### config.mk
export PLATFORM = sky130hd
export DESIGN_NAME = mips_cpu_branch_unit_flat
export DESIGN_NICKNAME = d
export VERILOG_FILES = /design/src/rtl/mips_cpu_branch_unit_if.sv /design/src/rtl/mips_cpu_branch_unit.sv /design/src/flat_wrapper.sv
export SDC_FILE = /design/constraint.sdc
export NUM_CORES = 1
export LEC_CHECK = 0
export BUFFER_PORTS_ARGS = -buffer_cell sky130_fd_sc_hd__buf_2
export CAP_MARGIN = 20
export CELL_PAD_IN_SITES_DETAIL_PLACEMENT = 1
export CELL_PAD_IN_SITES_GLOBAL_PLACEMENT = 2
export CORE_ASPECT_RATIO = 0.9
export CORE_UTILIZATION = 27
export DETAILED_ROUTE_END_ITERATION = 12
export GPL_TIMING_DRIVEN = 0
export MAX_ROUTING_LAYER = met4
export PLACE_DENSITY = 0.8
export SETUP_SLACK_MARGIN = 0.05
export SLEW_MARGIN = 20
export SYNTH_ARGS = -nofsm -noshare
export SYNTH_HDL_FRONTEND = slang
export SYNTH_SLANG_ARGS = --single-unit
### constraint.sdc
create_clock -name i_clk -period 3.8 [get_ports i_clk]
set_input_delay 0.76 -clock i_clk [delete_from_list [all_inputs] [get_ports i_clk]]
set_output_delay 0.76 -clock i_clk [all_outputs]
set_load 0.01 [all_outputs]
### src/rtl/mips_cpu_branch_unit_if.sv
// Redirect handshake between the branch unit and fetch.
// master: redirect_valid/redirect_addr out, redirect_ready in; slave: reverse.
interface mips_cpu_branch_unit_if #(
    parameter int ADDR_WIDTH = 32
);
    logic                  redirect_valid;
    logic                  redirect_ready;
    logic [ADDR_WIDTH-1:0] redirect_addr;

    modport master (
        output redirect_valid,
        output redirect_addr,
        input  redirect_ready
    );

    modport slave (
        input  redirect_valid,
        input  redirect_addr,
        output redirect_ready
    );
endinterface

### src/rtl/mips_cpu_branch_unit.sv
// Registered MIPS-I branch/jump resolution with delay-slot hold-off.
// Ports: i_clk/i_reset, decoded fields + operands in, i_slot_fetched,
// o_busy, o_link_*, o_addr_fault, redirect via if_redir (master).
// Optional BRANCH_STATS_EN adds o_taken_count/o_not_taken_count.
module mips_cpu_branch_unit #(
    parameter int DATA_WIDTH  = 32,
    parameter int ADDR_WIDTH  = 32,
    parameter int DELAY_SLOTS = 1,
    parameter int STAT_WIDTH  = 16
) (
    input  logic                  i_clk,
    input  logic                  i_reset,
    input  logic                  i_instr_valid,
    input  logic [5:0]            i_opcode,
    input  logic [5:0]            i_fn,
    input  logic [4:0]            i_rt_field,
    input  logic [4:0]            i_rd_field,
    input  logic [15:0]           i_imm16,
    input  logic [25:0]           i_instr_index,
    input  logic [DATA_WIDTH-1:0] i_rs_data,
    input  logic [DATA_WIDTH-1:0] i_rt_data,
    input  logic [ADDR_WIDTH-1:0] i_pc_plus4,
    input  logic                  i_slot_fetched,
    mips_cpu_branch_unit_if.master if_redir,
    output logic                  o_busy,
    output logic                  o_link_valid,
    output logic [4:0]            o_link_reg,
    output logic [ADDR_WIDTH-1:0] o_link_addr,
`ifdef BRANCH_STATS_EN
    output logic [STAT_WIDTH-1:0] o_taken_count,
    output logic [STAT_WIDTH-1:0] o_not_taken_count,
`endif
    output logic                  o_addr_fault
);

    typedef enum logic [1:0] {
        IDLE,
        SLOT,
        REDIRECT
    } state_t;

    state_t                r_state;
    logic [1:0]            r_slot_cnt;
    logic [ADDR_WIDTH-1:0] r_target;
    logic                  r_redirect_valid;
    logic                  r_busy;
    logic                  r_link_valid;
    logic [4:0]            r_link_reg;
    logic [ADDR_WIDTH-1:0] r_link_addr;
    logic                  r_addr_fault;

    // Decode
    logic w_j, w_jal, w_jr, w_jalr;
    logic w_beq, w_bne, w_blez, w_bgtz;
    logic w_bltz, w_bgez, w_bltzal, w_bgezal;
    logic w_regimm, w_special;

    assign w_special = (i_opcode == 6'h00);
    assign w_regimm  = (i_opcode == 6'h01);
    assign w_j       = (i_opcode == 6'h02);
    assign w_jal     = (i_opcode == 6'h03);
    assign w_beq     = (i_opcode == 6'h04);
    assign w_bne     = (i_opcode == 6'h05);
    assign w_blez    = (i_opcode == 6'h06);
    assign w_bgtz    = (i_opcode == 6'h07);
    assign w_jr      = w_special && (i_fn == 6'h08);
    assign w_jalr    = w_special && (i_fn == 6'h09);
    assign w_bltz    = w_regimm && (i_rt_field == 5'h00);
    assign w_bgez    = w_regimm && (i_rt_field == 5'h01);
    assign w_bltzal  = w_regimm && (i_rt_field == 5'h10);
    assign w_bgezal  = w_regimm && (i_rt_field == 5'h11);

    logic w_branch, w_jump_abs, w_jump_reg, w_xfer, w_link;

    assign w_branch   = w_beq | w_bne | w_blez | w_bgtz |
                        w_bltz | w_bgez | w_bltzal | w_bgezal;
    assign w_jump_abs = w_j | w_jal;
    assign w_jump_reg = w_jr | w_jalr;
    assign w_xfer     = w_branch | w_jump_abs | w_jump_reg;
    assign w_link     = w_jal | w_jalr | w_bltzal | w_bgezal;

    // Conditions (signed: negative is just the sign bit)
    logic w_eq, w_neg, w_zero, w_cond;

    assign w_eq   = (i_rs_data == i_rt_data);
    assign w_neg  = i_rs_data[DATA_WIDTH-1];
    assign w_zero = (i_rs_data == '0);

    always_comb begin
        w_cond = 1'b0;
        unique case (1'b1)
            w_beq:              w_cond = w_eq;
            w_bne:              w_cond = !w_eq;
            w_blez:             w_cond = w_neg | w_zero;
            w_bgtz:             w_cond = !w_neg & !w_zero;
            w_bltz | w_bltzal:  w_cond = w_neg;
            w_bgez | w_bgezal:  w_cond = !w_neg;
            default:            w_cond = 1'b0;
        endcase
    end

    logic w_taken;
    assign w_taken = w_jump_abs | w_jump_reg | (w_branch & w_cond);

    // Targets
    logic [ADDR_WIDTH-1:0] w_br_off, w_br_tgt, w_j_tgt, w_jr_tgt;
    logic [ADDR_WIDTH-1:0] w_target;
    logic                  w_fault;

    assign w_br_off = {{(ADDR_WIDTH-18){i_imm16[15]}}, i_imm16, 2'b00};
    assign w_br_tgt = i_pc_plus4 + w_br_off;
    assign w_j_tgt  = {i_pc_plus4[ADDR_WIDTH-1:28], i_instr_index, 2'b00};
    assign w_jr_tgt = i_rs_data[ADDR_WIDTH-1:0];
    assign w_fault  = w_jump_reg && (w_jr_tgt[1:0] != 2'b00);

    always_comb begin
        w_target = w_br_tgt;
        if (w_jump_abs)
            w_target = w_j_tgt;
        else if (w_jump_reg)
            w_target = w_jr_tgt;
    end

    logic w_accept;
    assign w_accept = i_instr_valid && (r_state == IDLE) && w_xfer;

    // Slot counting: the count that would result from this pulse
    logic [2:0] w_cnt_inc;
    assign w_cnt_inc = {1'b0, r_slot_cnt} + 3'd1;

    always_ff @(posedge i_clk) begin
        if (i_reset) begin
            r_state          <= IDLE;
            r_slot_cnt       <= '0;
            r_target         <= '0;
            r_redirect_valid <= 1'b0;
            r_busy           <= 1'b0;
            r_link_valid     <= 1'b0;
            r_link_reg       <= '0;
            r_link_addr      <= '0;
            r_addr_fault     <= 1'b0;
        end else begin
            r_link_valid <= 1'b0;
            r_addr_fault <= 1'b0;
            case (r_state)
                IDLE: begin
                    r_slot_cnt <= '0;
                    if (w_accept) begin
                        if (w_link) begin
                            r_link_valid <= 1'b1;
                            r_link_reg   <= w_jalr ? i_rd_field : 5'd31;
                            r_link_addr  <= i_pc_plus4 + ADDR_WIDTH'(4);
                        end
                        if (w_fault) begin
                            r_addr_fault <= 1'b1;
                        end else if (w_taken) begin
                            r_target <= w_target;
                            r_busy   <= 1'b1;
                            if (DELAY_SLOTS == 0) begin
                                r_state          <= REDIRECT;
                                r_redirect_valid <= 1'b1;
                            end else begin
                                r_state <= SLOT;
                            end
                        end
                    end
                end
                SLOT: begin
                    if (i_slot_fetched) begin
                        r_slot_cnt <= w_cnt_inc[1:0];
                        if (w_cnt_inc == 3'(DELAY_SLOTS)) begin
                            r_state          <= REDIRECT;
                            r_redirect_valid <= 1'b1;
                        end
                    end
                end
                REDIRECT: begin
                    if (if_redir.redirect_ready) begin
                        r_state          <= IDLE;
                        r_redirect_valid <= 1'b0;
                        r_busy           <= 1'b0;
                        r_slot_cnt       <= '0;
                    end
                end
                default: begin
                    r_state          <= IDLE;
                    r_redirect_valid <= 1'b0;
                    r_busy           <= 1'b0;
                end
            endcase
        end
    end

`ifdef BRANCH_STATS_EN
    logic [STAT_WIDTH-1:0] r_taken_count;
    logic [STAT_WIDTH-1:0] r_not_taken_count;

    always_ff @(posedge i_clk) begin
        if (i_reset) begin
            r_taken_count     <= '0;
            r_not_taken_count <= '0;
        end else if (w_accept) begin
            if (w_taken) begin
                if (r_taken_count != '1)
                    r_taken_count <= r_taken_count + 1'b1;
            end else begin
                if (r_not_taken_count != '1)
                    r_not_taken_count <= r_not_taken_count + 1'b1;
            end
        end
    end

    assign o_taken_count     = r_taken_count;
    assign o_not_taken_count = r_not_taken_count;
`endif

    assign if_redir.redirect_valid = r_redirect_valid;
    assign if_redir.redirect_addr  = r_target;
    assign o_busy                  = r_busy;
    assign o_link_valid            = r_link_valid;
    assign o_link_reg              = r_link_reg;
    assign o_link_addr             = r_link_addr;
    assign o_addr_fault            = r_addr_fault;

endmodule

### src/flat_wrapper.sv
// flat-port wrapper written by rule: the top's interface ports become plain ports
module mips_cpu_branch_unit_flat 
#(
    parameter int DATA_WIDTH  = 32,
    parameter int ADDR_WIDTH  = 32,
    parameter int DELAY_SLOTS = 1,
    parameter int STAT_WIDTH  = 16
)
  (i_clk, i_reset, i_instr_valid, i_opcode, i_fn, i_rt_field, i_rd_field, i_imm16, i_instr_index, i_rs_data, i_rt_data, i_pc_plus4, i_slot_fetched, o_busy, o_link_valid, o_link_reg, o_link_addr, o_addr_fault, if_redir_redirect_valid, if_redir_redirect_addr, if_redir_redirect_ready);
  mips_cpu_branch_unit_if #(.ADDR_WIDTH(ADDR_WIDTH)) if_redir_i ();
  input  logic i_clk;
  input  logic i_reset;
  input  logic i_instr_valid;
  input  logic [5:0] i_opcode;
  input  logic [5:0] i_fn;
  input  logic [4:0] i_rt_field;
  input  logic [4:0] i_rd_field;
  input  logic [15:0] i_imm16;
  input  logic [25:0] i_instr_index;
  input  logic [DATA_WIDTH-1:0] i_rs_data;
  input  logic [DATA_WIDTH-1:0] i_rt_data;
  input  logic [ADDR_WIDTH-1:0] i_pc_plus4;
  input  logic i_slot_fetched;
  output logic o_busy;
  output logic o_link_valid;
  output logic [4:0] o_link_reg;
  output logic [ADDR_WIDTH-1:0] o_link_addr;
  output logic o_addr_fault;
  output wire logic [$bits(if_redir_i.redirect_valid)-1:0] if_redir_redirect_valid;
  output wire logic [$bits(if_redir_i.redirect_addr)-1:0] if_redir_redirect_addr;
  input wire logic [$bits(if_redir_i.redirect_ready)-1:0] if_redir_redirect_ready;
  assign if_redir_redirect_valid = if_redir_i.redirect_valid;
  assign if_redir_redirect_addr = if_redir_i.redirect_addr;
  assign if_redir_i.redirect_ready = if_redir_redirect_ready;
  mips_cpu_branch_unit #(.DATA_WIDTH(DATA_WIDTH), .ADDR_WIDTH(ADDR_WIDTH), .DELAY_SLOTS(DELAY_SLOTS), .STAT_WIDTH(STAT_WIDTH)) u_core (.i_clk(i_clk), .i_reset(i_reset), .i_instr_valid(i_instr_valid), .i_opcode(i_opcode), .i_fn(i_fn), .i_rt_field(i_rt_field), .i_rd_field(i_rd_field), .i_imm16(i_imm16), .i_instr_index(i_instr_index), .i_rs_data(i_rs_data), .i_rt_data(i_rt_data), .i_pc_plus4(i_pc_plus4), .i_slot_fetched(i_slot_fetched), .if_redir(if_redir_i), .o_busy(o_busy), .o_link_valid(o_link_valid), .o_link_reg(o_link_reg), .o_link_addr(o_link_addr), .o_addr_fault(o_addr_fault));
endmodule
==> run_results.csv <==
group,metric,value,unit
worst_setup_path,setup.worst_path.class,"input port to flop",
yosys,async_flop_share,0,%
routing,wirelength,27700,um
routing,firstDrtPassIters,5,
cts,cts_resized,0,
yosys,synth_flop_cell,"dfxtp_1",
die,start_util,27.6,%
worst_setup_path,startpoint_type,"input port",
run_status,status,"complete, no violations",
yosys,synth.top_cell.area_share,25.8,%
run,maxCapViolations,0,
grt,grt_pass1_vias,7090,
timing,worst_slew_pin_slew,0.967,ns
yosys,yosys_warnings,0,
layout,fillCellCount,2756,
timing,fmax,286,MHz
yosys,synth_cell_types,67,
cts,cts_tree,"built",
min_path,hold_class,"flop to flop",
routing,vias,7139,
layout,final_cells,1332,
layout,layout-drive-gt1-share,25.6,%
placed_design,gp_congestion,0.871,
timing,period_minus_slack,3.49,ns
layout,syn2layout_area_growth,31.4,%
power_and_ir_drop,p_int,1.58,mW
cts,clk_latency,0.35,ns
cts,cts_buffer_depth,2,
yosys,syn_area,0.00597,mm2
cts,cts_made_buffers,9,
placed_design,portBuffers,235,
die,die_area,0.0227,mm2
yosys,ys_ff_latch,77,
yosys,yosysTopAreaCell,"dfxtp_1",
placed_design,place_inst,1315,
power_and_ir_drop,clkPwrFrac,38.9,%
yosys,synthCells,788,
power_and_ir_drop,p_sw,0.780,mW
die,die_height,143,um
power_and_ir_drop,ir_worst_vdd,0.162,mV
cts,clk_pin_slew_worst_paths,0.06,ns
cts,cts-htree-levels,3,
yosys,syn_nets,985,
routing,wl_per_cell,20.8,um
placed_design,post_dp_cell_area,0.00753,mm2
cts,cts_hold_buf,0,
die,io_pins,238,
placed_design,dpl_worst_slack,-0.202,ns
timing,hold_violations,0,
yosys,avgSynthCellArea,7.58,um2
layout,stdcell_area,0.00785,mm2
worst_setup_path,critPathCaptureType,"flop",
grt,track_usage,24.8,%
timing,setup_violations,0,
worst_setup_path,cpPeakStageDelay,0.68,ns
power_and_ir_drop,p_comb_share,26.4,%
power_and_ir_drop,seqPwrFrac,34.7,%
yosys,seq_area_frac_synth,25.8,%
routing,antenna_left,0,
yosys,netlist_top_cells_area,"dfxtp_1 26%, xor2_1 8.2%, ha_1 6.5%",
cts,postCtsSetupBuffers,0,
worst_setup_path,path_buf_inv,2,
timing,fin_ws,0.309,ns
timing,slew_headroom,35.0,%
die,fp.dieW,159,um
cts,clkSinkCount,77,
routing,drc,0,
die,core_area,0.0216,mm2
timing,maxSlewViolCount,0,
grt,overflow,0,
power_and_ir_drop,power_leakage,3.38,nW
worst_setup_path,crit_fanout,10,
worst_setup_path,cp_cell_sequence,"buf_2 > xor2_1 > nor4_1 > nand4_1 > nor2_1 > xnor2_1 > o32ai_2 > clkbuf_1 > nand3_1 > a21oi_1",
die,row_count,51,
grt,grt_max_degree,16,
worst_setup_path,crit_arrival,3.76,ns
yosys,synth-edff-count,0,
worst_setup_path,cp_slowest_cell,"o32ai_2",
grt,antenna_found_initial,1,
power_and_ir_drop,sw_frac_of_total,33.1,%
routing,first_iter_violations,371,
power_and_ir_drop,powerDensity,300,mW/mm2
timing,timing.final.crit_share,91.9,%
worst_setup_path,cp_top_family,"simple AND/OR/NAND/NOR gates",
placed_design,dp_hpwl,22600,um
layout,nets,1232,
cts,root_buffer,"clkbuf_16",
timing,rsz0062_at_grt,"no",
worst_setup_path,cp.required,4.07,ns
grt,grt_pass1_wl,41600,um
timing,finalClockSkew,0.00633,ns
routing,routed_via_density,5.36,
[worst register-to-register path: stages (launching register included)]
cell and delay [ns]:
dfxtp_1 0.38, nor2_1 0.18, and3_1 0.30, o41ai_2 0.13, buf_4 0.20, a21oi_1 0.55
clkbuf_1 0.57, o21ai_0 0.18, a21oi_1 0.13
[synthesized netlist by cell type (all sizes together) (18+ instances only)]
| cell | count |
|---|---|
| clkbuf | 34 |
| nor4 | 21 |
| xnor2 | 20 |
| a21oi | 66 |
| o21ai | 31 |
| o211ai | 19 |
| nor2 | 82 |
| inv | 18 |
| nand2 | 80 |
| xor2 | 56 |
| ha | 31 |
| nor3 | 29 |
| dfxtp | 77 |
| nand3 | 26 |
| a211oi | 28 |
[layer usage]
layer	global-route usage (%)	vias to the layer above	wire (um)
met1	32.5	3442	13000
met3	3.89	26	1650
met5	-	-	0
met4	6.59	0	501
li1	-	3419	-
met2	39.6	252	12500
[worst paths after layout]
check | start | end | slack (ns) | cells past startpoint
hold / removal | u_core.if_redir.redirect_addr[25] | u_core.if_redir.redirect_addr[25] | 0.46 | 2
hold reg to reg | u_core.if_redir.redirect_addr[25] | u_core.if_redir.redirect_addr[25] | 0.46 | 2
setup / recovery | i_rs_data[28] | u_core.if_redir.redirect_addr[25] | 0.31 | 10
setup reg to reg | u_core.r_state[1] | u_core.o_link_addr[23] | 1.12 | 8
[cell usage in the layout, fill, tap and decap left out, types with 6 or more instances in the layout]
cell | Yosys | final
and3_1 | 13 | 13
o21a_1 | 8 | 8
buf_2 | 4 | 239
inv_1 | 18 | 18
xnor2_1 | 20 | 20
o22ai_1 | 6 | 6
dfxtp_1 | 77 | 77
clkbuf_16 | 0 | 9
nand3_1 | 26 | 26
a311oi_1 | 6 | 6
a31oi_1 | 6 | 6
o21ai_0 | 30 | 30
mux2i_1 | 9 | 9
nor2_1 | 82 | 82
o211ai_1 | 19 | 19
nand2_1 | 80 | 80
ha_1 | 31 | 31
nor3_1 | 28 | 28
nor4_1 | 21 | 19
a21oi_1 | 66 | 66
xor2_1 | 56 | 56
nand4_1 | 14 | 14
a21o_1 | 15 | 15
and2_1 | 10 | 10
clkbuf_1 | 34 | 34
a211oi_1 | 28 | 28
[final cells by class]
cell class | instances | area [um2] | area share, %
Tap cell | 291 | 364 | 4.64
Buffer | 41 | 163 | 2.07
Antenna cell | 1 | 2.50 | 0.0319
Clock buffer | 9 | 225 | 2.87
Inverter | 18 | 67.6 | 0.861
Sequential cell | 77 | 1540 | 19.6
Timing Repair Buffer | 236 | 1180 | 15.1
Clock inverter | 7 | 81.3 | 1.04
Multi-Input combinational cell | 652 | 4220 | 53.8
[cells by family (layout without fill, tap and decap cells)]
kind of cell,after synthesis,in the layout,share of synthesized area [%]
other,0,1,0
DFF,77,77,25.8
and+or+nand+nor,299,299,24.2
adders and majority gates,32,32,6.83
buffers and inverters,59,311,3.86
AOI/OAI and AO/OA,235,235,26.5
xor gates and xnor gates,76,76,11.1
muxes,10,10,1.70
[power by group through the flow]
| stage | combinational (mW) | sequential (mW) | clock (mW) |
|---|---|---|---|
| floorplan | 0.340 | 0.839 | 0 |
| global route | 0.677 | 0.819 | 0.968 |
| finish | 0.621 | 0.818 | 0.917 |
| global placement | 0.609 | 0.836 | 0 |
| detailed placement | 0.615 | 0.837 | 0 |
| CTS | 0.619 | 0.818 | 0.936 |
[through the flow]
step	util [%]	total power, mW	hold slack, ns	setup TNS, ns
global route	36.3	2.46	0.476	0
CTS	36.2	2.37	0.457	0
floorplan	-	1.18	0.452	0
finish	36.3	2.36	0.455	0
global placement	34.7	1.45	0.433	-11.33
detailed placement	34.8	1.45	0.446	-5.46
Power figures use the tool's default switching activity.
